--- src/rtl/bcd_down_counter.sv ---
// bcd_down_counter: multi-digit BCD down counter with load, zero and borrow.
// Define BCD_DOWN_COUNTER_HOLD_AT_ZERO_EN for one-shot (stop at zero) mode.
module bcd_down_counter #(
    parameter int DIGITS = 2
) (
    input  logic                clk,
    input  logic                reset,
    input  logic                en,
    input  logic                load,
    input  logic [4*DIGITS-1:0] d,
    output logic [4*DIGITS-1:0] q,
    output logic                zero,
    output logic                borrow_out
);

    typedef enum logic {
        DIG_IDLE,
        DIG_CHAIN
    } dig_state_e;

    dig_state_e          dstate [DIGITS];
    logic [DIGITS:0]     low_zero;
    logic [4*DIGITS-1:0] q_dec;
    logic [4*DIGITS-1:0] q_load;
    logic                step;

    // A digit is in the borrow chain when every lower digit is zero.
    always_comb begin
        low_zero    = '0;
        low_zero[0] = 1'b1;
        for (int i = 0; i < DIGITS; i++) begin
            dstate[i]     = low_zero[i] ? DIG_CHAIN : DIG_IDLE;
            low_zero[i+1] = low_zero[i] && (q[4*i +: 4] == 4'd0);
        end
    end

    always_comb begin
        q_dec  = q;
        q_load = '0;
        for (int i = 0; i < DIGITS; i++) begin
            if (dstate[i] == DIG_CHAIN) begin
                q_dec[4*i +: 4] = (q[4*i +: 4] == 4'd0) ?
                                  4'd9 : q[4*i +: 4] - 4'd1;
            end
            q_load[4*i +: 4] = (d[4*i +: 4] > 4'd9) ?
                               4'd9 : d[4*i +: 4];
        end
    end

    assign zero = low_zero[DIGITS];

`ifdef BCD_DOWN_COUNTER_HOLD_AT_ZERO_EN
    assign step       = en && !zero;
    assign borrow_out = 1'b0;
`else
    assign step       = en;
    assign borrow_out = en && !load && zero;
`endif

    always_ff @(posedge clk or negedge reset) begin
        if (!reset) begin
            q <= '0;
        end else if (load) begin
            q <= q_load;
        end else if (step) begin
            q <= q_dec;
        end
    end

endmodule

--- config.mk ---
export PLATFORM = sky130hd
export DESIGN_NAME = bcd_down_counter
export DESIGN_NICKNAME = d
export VERILOG_FILES = /design/src/rtl/bcd_down_counter.sv
export SDC_FILE = /design/constraint.sdc
export NUM_CORES = 1
export LEC_CHECK = 0
export CAP_MARGIN = 20
export CORE_UTILIZATION = 25
export CTS_CLUSTER_DIAMETER = 120
export DETAILED_ROUTE_END_ITERATION = 10
export GPL_TIMING_DRIVEN = 0
export SYNTH_ARGS = -nofsm -noshare
export SYNTH_HDL_FRONTEND = slang
export SYNTH_SLANG_ARGS = --single-unit
--- constraint.sdc ---
create_clock -name clk -period 2.58 [get_ports clk]
set_input_delay 0.516 -clock clk [delete_from_list [all_inputs] [get_ports clk]]
set_output_delay 0.516 -clock clk [all_outputs]
set_load 0.01 [all_outputs]
---- Word-level counts from Yosys, hierarchy flattened ----
Index checks and enable logic that the tools add are counted.
word-level totals
  bits in writable memories ............... 0
  memory bits (read-only) ................. 0
  bits in latches ......................... 0
  input port bits ......................... 12
  word-level logic and storage cells ...... 23
  register bits ........................... 8
  memories kept ........................... 0
  output and inout bits ................... 10
cells by class
  multipliers ............................. 0
  bitwise gates (word level) .............. 0
  mux-type cells .......................... 8
  equal/unequal tests ..................... 0
  add/sub/neg operators ................... 2
  shifts and indexed selects .............. 0
  $lt $le $gt $ge ......................... 2
  reductions and logical operators ........ 9
  divide/modulo/power cells ............... 0
operators by type and width
  kind                 number
  $mux 4               5
  $mux 8               2
  $gt 4x4->1 const B   2
  $logic_not 4->1      2
  $sub 4x1->4 const B  2
  $reduce_bool 2->1    2
  $logic_and 1x1->1    3
  $reduce_and 2->1     1
  $logic_not 1->1      1
  $mux 1               1

---- Logic depth before layout (Yosys ltp) ----
  word-level depth ........................ 5
  mapped depth ............................ 5
  mapped depth without buffers ............ 4

---- Worst setup path before layout ----
Ideal clock, no wire load.
  path kind ............................... reg-to-output
  from .................................... reg q[3]
  to ...................................... out borrow_out
  arrival time ............................ 1602 ps
  buffers on the path ..................... 0
  stages on the path, launching flop included .. 4
  slack ................................... 462 ps
  path through ............................ dfrtp_1 or4_4 or2_1 nor4_1
between the ends
  longest elaborated chain between the ends .. 3
RTL lines
  item                    RTL line  source
  from (decl)             11        output logic [4*DIGITS-1:0] q,
  from (signal assigned)  64        q <= q_load;
  from (signal assigned)  66        q <= q_dec;
  $logic_not 4->1         33        low_zero[i+1] = low_zero[i] && (q[4*i +: 4] == 4'd0);
  $logic_and 1x1->1       33
  $logic_and 1x1->1       57        assign borrow_out = en && !load && zero;
  to (decl)               13        output logic borrow_out
No other way between the ends.

---- Worst setup path after layout ----
  from .................................... reg q[3]
  to ...................................... out zero
between the ends
  longest elaborated chain between the ends .. 2
RTL lines
  item               RTL line  source
  $logic_not 4->1    33
  $logic_and 1x1->1  33
  to (decl)          12        output logic zero,
No other way between the ends.

==> metrics.md <==
| Metric | Value |
|---|---|
| Status | `finished, final reports clean` |
| Final setup margin | `between 0.2 and 0.25 ns` |
| Critical Path End Type | `primary output` |
| RSZ-0062 raised after global routing | `false` |
| Clock insertion delay at the later pin of the skew report | `roughly 0.25 ns` |
| Number of CTS-inserted buffers | `3` |
| First DRT Iteration DRCs | `6` |
| Register ranked first by flip-flop count | `q` |
| Post-synth cell types | `24` |
| Leftover overflow at the end of global routing | `0` |
| Worst min-delay path class | `in -> async` |
| Nets@finish | `89` |
| Total routing resource utilization after global routing | `0.121` |
| Slew of the pin with the lowest slew margin | `0.423 ns` |
| Final count of pins violating max slew | `0` |
| Initial antenna violation count | `0` |
| Total die area | `approximately 2100 um^2` |
| Post-detail-place hpwl | `between 800 and 900 um` |
| Fillers | `between 150 and 200` |
| Fraction of layout cells with a size suffix above 1 | `0.120` |
| Setup violations, final | `0` |
| Largest register FFs | `8` |
| Synthesized instance count | `52` |
| Sw power | `0.113 mW` |
| Number of inserted diodes | `0` |
| Fin. Hold Viols | `0` |
| Final weighted congestion in routability-driven placement | `between 0.7 and 0.8` |
| Worst endpoint required time | `2.06 ns` |
| Fraction of power spent switching nets | `0.303` |
| Critical Path Start Type | `flip-flop` |
| First-pass iteration count of the detailed router | `4` |
| Startpoint-to-endpoint class of the critical path | `reg -> out` |
| Hold_buf cts | `0` |
| Via count of the first global-routing pass | `between 300 and 400` |
| Top achievable clock speed | `around 430 MHz` |
| Worst vdd rail ir drop | `roughly 0.00027 V` |
| Internal cell power | `roughly 0.26 mW` |
| Part of the power in the clock network | `0.265` |
| Portion of total power attributed to sequential cells | `0.444` |
| Synthesized netlist net count | `64` |
| Critical path peak fanout | `7` |
| Antenna viol nets, final | `0` |
| CP max stage cell | `sky130_fd_sc_hd__or4_4` |
| Shortest period the worst path allows | `~2.4 ns` |
| Clk sinks | `8` |
| Largest delay share family, worst path | `simple AND/OR/NAND/NOR gates` |
| Area added between synthesis and finish | `54.1%` |
| DRC violation count after routing | `0` |
| Average footprint of a synthesized cell | `9.43 um^2` |
| Final core occ | `0.424` |
| Starting density of the core | `0.275` |
| Clock skew after layout | `between 0.005 and 0.006 ns` |
| Maximum level of the CTS H-tree | `1` |
| Share of synthesized area occupied by flip-flops and latches | `0.408` |
| Total number of vias | `~460` |
| CTS tree | `yes` |
| WL/cell | `between 10 and 15 um` |
| Via-to-Cell Ratio | `4.56` |
| Floorplan core area | `about 1800 um^2` |
| Sum of negative setup slack | `0 ns` |
| Post-synthesis cell area | `490 um^2` |
| Power share of the combinational group | `0.291` |
| Max-Slew Margin vs Limit | `0.717` |
| Data arrival time of the critical path | `about 1.8 ns` |
| Critical path, cell by cell | `or4_4 > nor4b_1 > dlygate4sd2_1` |
| Number of port buffers | `20` |
| Wire length reported by the detailed router | `1140 um` |
| Most common cell after layout, fill and taps aside | `sky130_fd_sc_hd__clkdlybuf4s50_1` |
| Die Ht | `46.3 um` |
| Placement Setup Slack | `-0.503 ns` |
| Count of state elements after synthesis | `8` |
| Static leakage | `0.290 nW` |
| Maximum number of pins on one net before global-route repair | `11` |
| Number of max-cap violations | `0` |
| Synthesis warning total | `0` |
| Top-level I/O count | `22` |
| Wire length of the first global-routing pass | `roughly 1700 um` |
| Worst path max stage delay | `between 0.5 and 0.6 ns` |
| Critical path buffers and inverters | `1` |
| Clock transition at the register clock pins on the worst setup and hold paths after CTS | `0.06 ns` |
| Biggest regs | `q: 8 flops` |
| Maximum count of clock buffers along a single path | `2` |
| Std cell rows | `15` |
| Chip width | `between 40 and 50 um` |
| Top library cells by usage in the layout, fill and taps aside | `17 x sky130_fd_sc_hd__clkdlybuf4s50_1, 8 x sky130_fd_sc_hd__dfrtp_1, 6 x sky130_fd_sc_hd__a21oi_1` |
| Final cycle utilization of the critical path | `0.912` |
| Clock Root Buffer | `sky130_fd_sc_hd__clkbuf_4` |
| Power per unit of standard cell area | `492 nW/um^2` |
-- path summary, 6_finish.rpt --
check / cells after the start / from / end / slack (ns)
hold / removal: 1 / reset / q[5] / 0.56
setup / recovery: 3 / q[3] / zero / 0.23
setup reg to reg: 4 / q[3] / q[6] / 0.95
hold reg to reg: 2 / q[5] / q[5] / 0.64
max in group asynchronous: 1 / reset / q[1] / 1.72
min in group clk: 3 / en / q[0] / 0.62
-- kinds of logic (layout without fill, tap and decap cells) --
group,Yosys count,in the layout,synth area share
flops,8,8,0.408
mux,2,2,0.0408
xor+xnor,3,3,0.0536
buf+inv,4,27,0.0332
simple gates,20,20,0.291
compound gates,15,15,0.173
-- synth_stat cells --
cell / count / area share
sky130_fd_sc_hd__or2b_1: 1 / 0.015
sky130_fd_sc_hd__or4_4: 1 / 0.023
sky130_fd_sc_hd__nand3b_1: 2 / 0.031
sky130_fd_sc_hd__nor2_1: 5 / 0.038
sky130_fd_sc_hd__xnor2_1: 3 / 0.054
sky130_fd_sc_hd__nor4_1: 1 / 0.013
sky130_fd_sc_hd__nor4b_1: 2 / 0.036
sky130_fd_sc_hd__o31a_1: 2 / 0.036
sky130_fd_sc_hd__nor3_1: 1 / 0.010
sky130_fd_sc_hd__or2_1: 1 / 0.013
sky130_fd_sc_hd__nor3_2: 1 / 0.020
sky130_fd_sc_hd__or3b_1: 1 / 0.018
sky130_fd_sc_hd__nor3b_1: 1 / 0.015
sky130_fd_sc_hd__o21ai_1: 1 / 0.010
sky130_fd_sc_hd__dfrtp_1: 8 / 0.41
sky130_fd_sc_hd__a21oi_1: 6 / 0.061
sky130_fd_sc_hd__inv_1: 2 / 0.015
sky130_fd_sc_hd__clkbuf_2: 1 / 0.010
sky130_fd_sc_hd__o21ai_0: 5 / 0.051
sky130_fd_sc_hd__nor4_4: 1 / 0.043
sky130_fd_sc_hd__nand2_1: 2 / 0.015
sky130_fd_sc_hd__mux2i_1: 2 / 0.041
sky130_fd_sc_hd__clkbuf_1: 1 / 0.0076
sky130_fd_sc_hd__o21a_1: 1 / 0.015
-- cell type report --
| class | count | area (um^2) | area share |
|---|---|---|---|
| Sequential cell | 8 | 200 | 0.265 |
| Inverter | 2 | 7.51 | 0.00993 |
| Buffer | 2 | 17.5 | 0.0232 |
| Timing Repair Buffer | 20 | 196 | 0.260 |
| Clock buffer | 3 | 22.5 | 0.0298 |
| Tap cell | 25 | 31.3 | 0.0414 |
| Multi-Input combinational cell | 40 | 280 | 0.371 |
-- power groups by stage --
stage,clock [mW],sequential (mW),combinational [mW]
2_1_floorplan,0,0.170,0.0445
3_3_place_gp,0,0.166,0.107
3_5_place_dp,0,0.166,0.107
4_1_cts,0.104,0.165,0.110
5_1_grt,0.112,0.168,0.119
6_report,0.0986,0.165,0.108
-- routing by layer --
| layer | share of wire | track usage |
|---|---|---|
| met1 | 0.51 | 0.162 |
| met2 | 0.45 | 0.180 |
| met3 | 0.041 | 0.0471 |
| met4 | 0 | 0.0353 |
| met5 | 0 | 0 |
-- per-stage QoR --
stage / cell area [um^2] / hold slack, ns / instances / power, mW
2_1_floorplan: 490 / 0.220 / 52 / 0.215
3_3_place_gp: 722 / 0.613 / 97 / 0.272
3_5_place_dp: 722 / 0.627 / 97 / 0.274
4_1_cts: 747 / 0.568 / 100 / 0.379
5_1_grt: 756 / 0.581 / 100 / 0.400
6_report: 756 / 0.563 / 100 / 0.372
-- worst register-to-register path: cells and delay by family (launching register included) --
family	cells	cell delay, ns
simple gates	2	0.82
flops	1	0.47
compound gates	2	0.22
-- what timing repair did --
item,4_1_cts,5_1_grt
gates resized for setup,8,2
buffers inserted,0,0
setup endpoints to repair,2,1
Power figures use the tool's default switching activity.
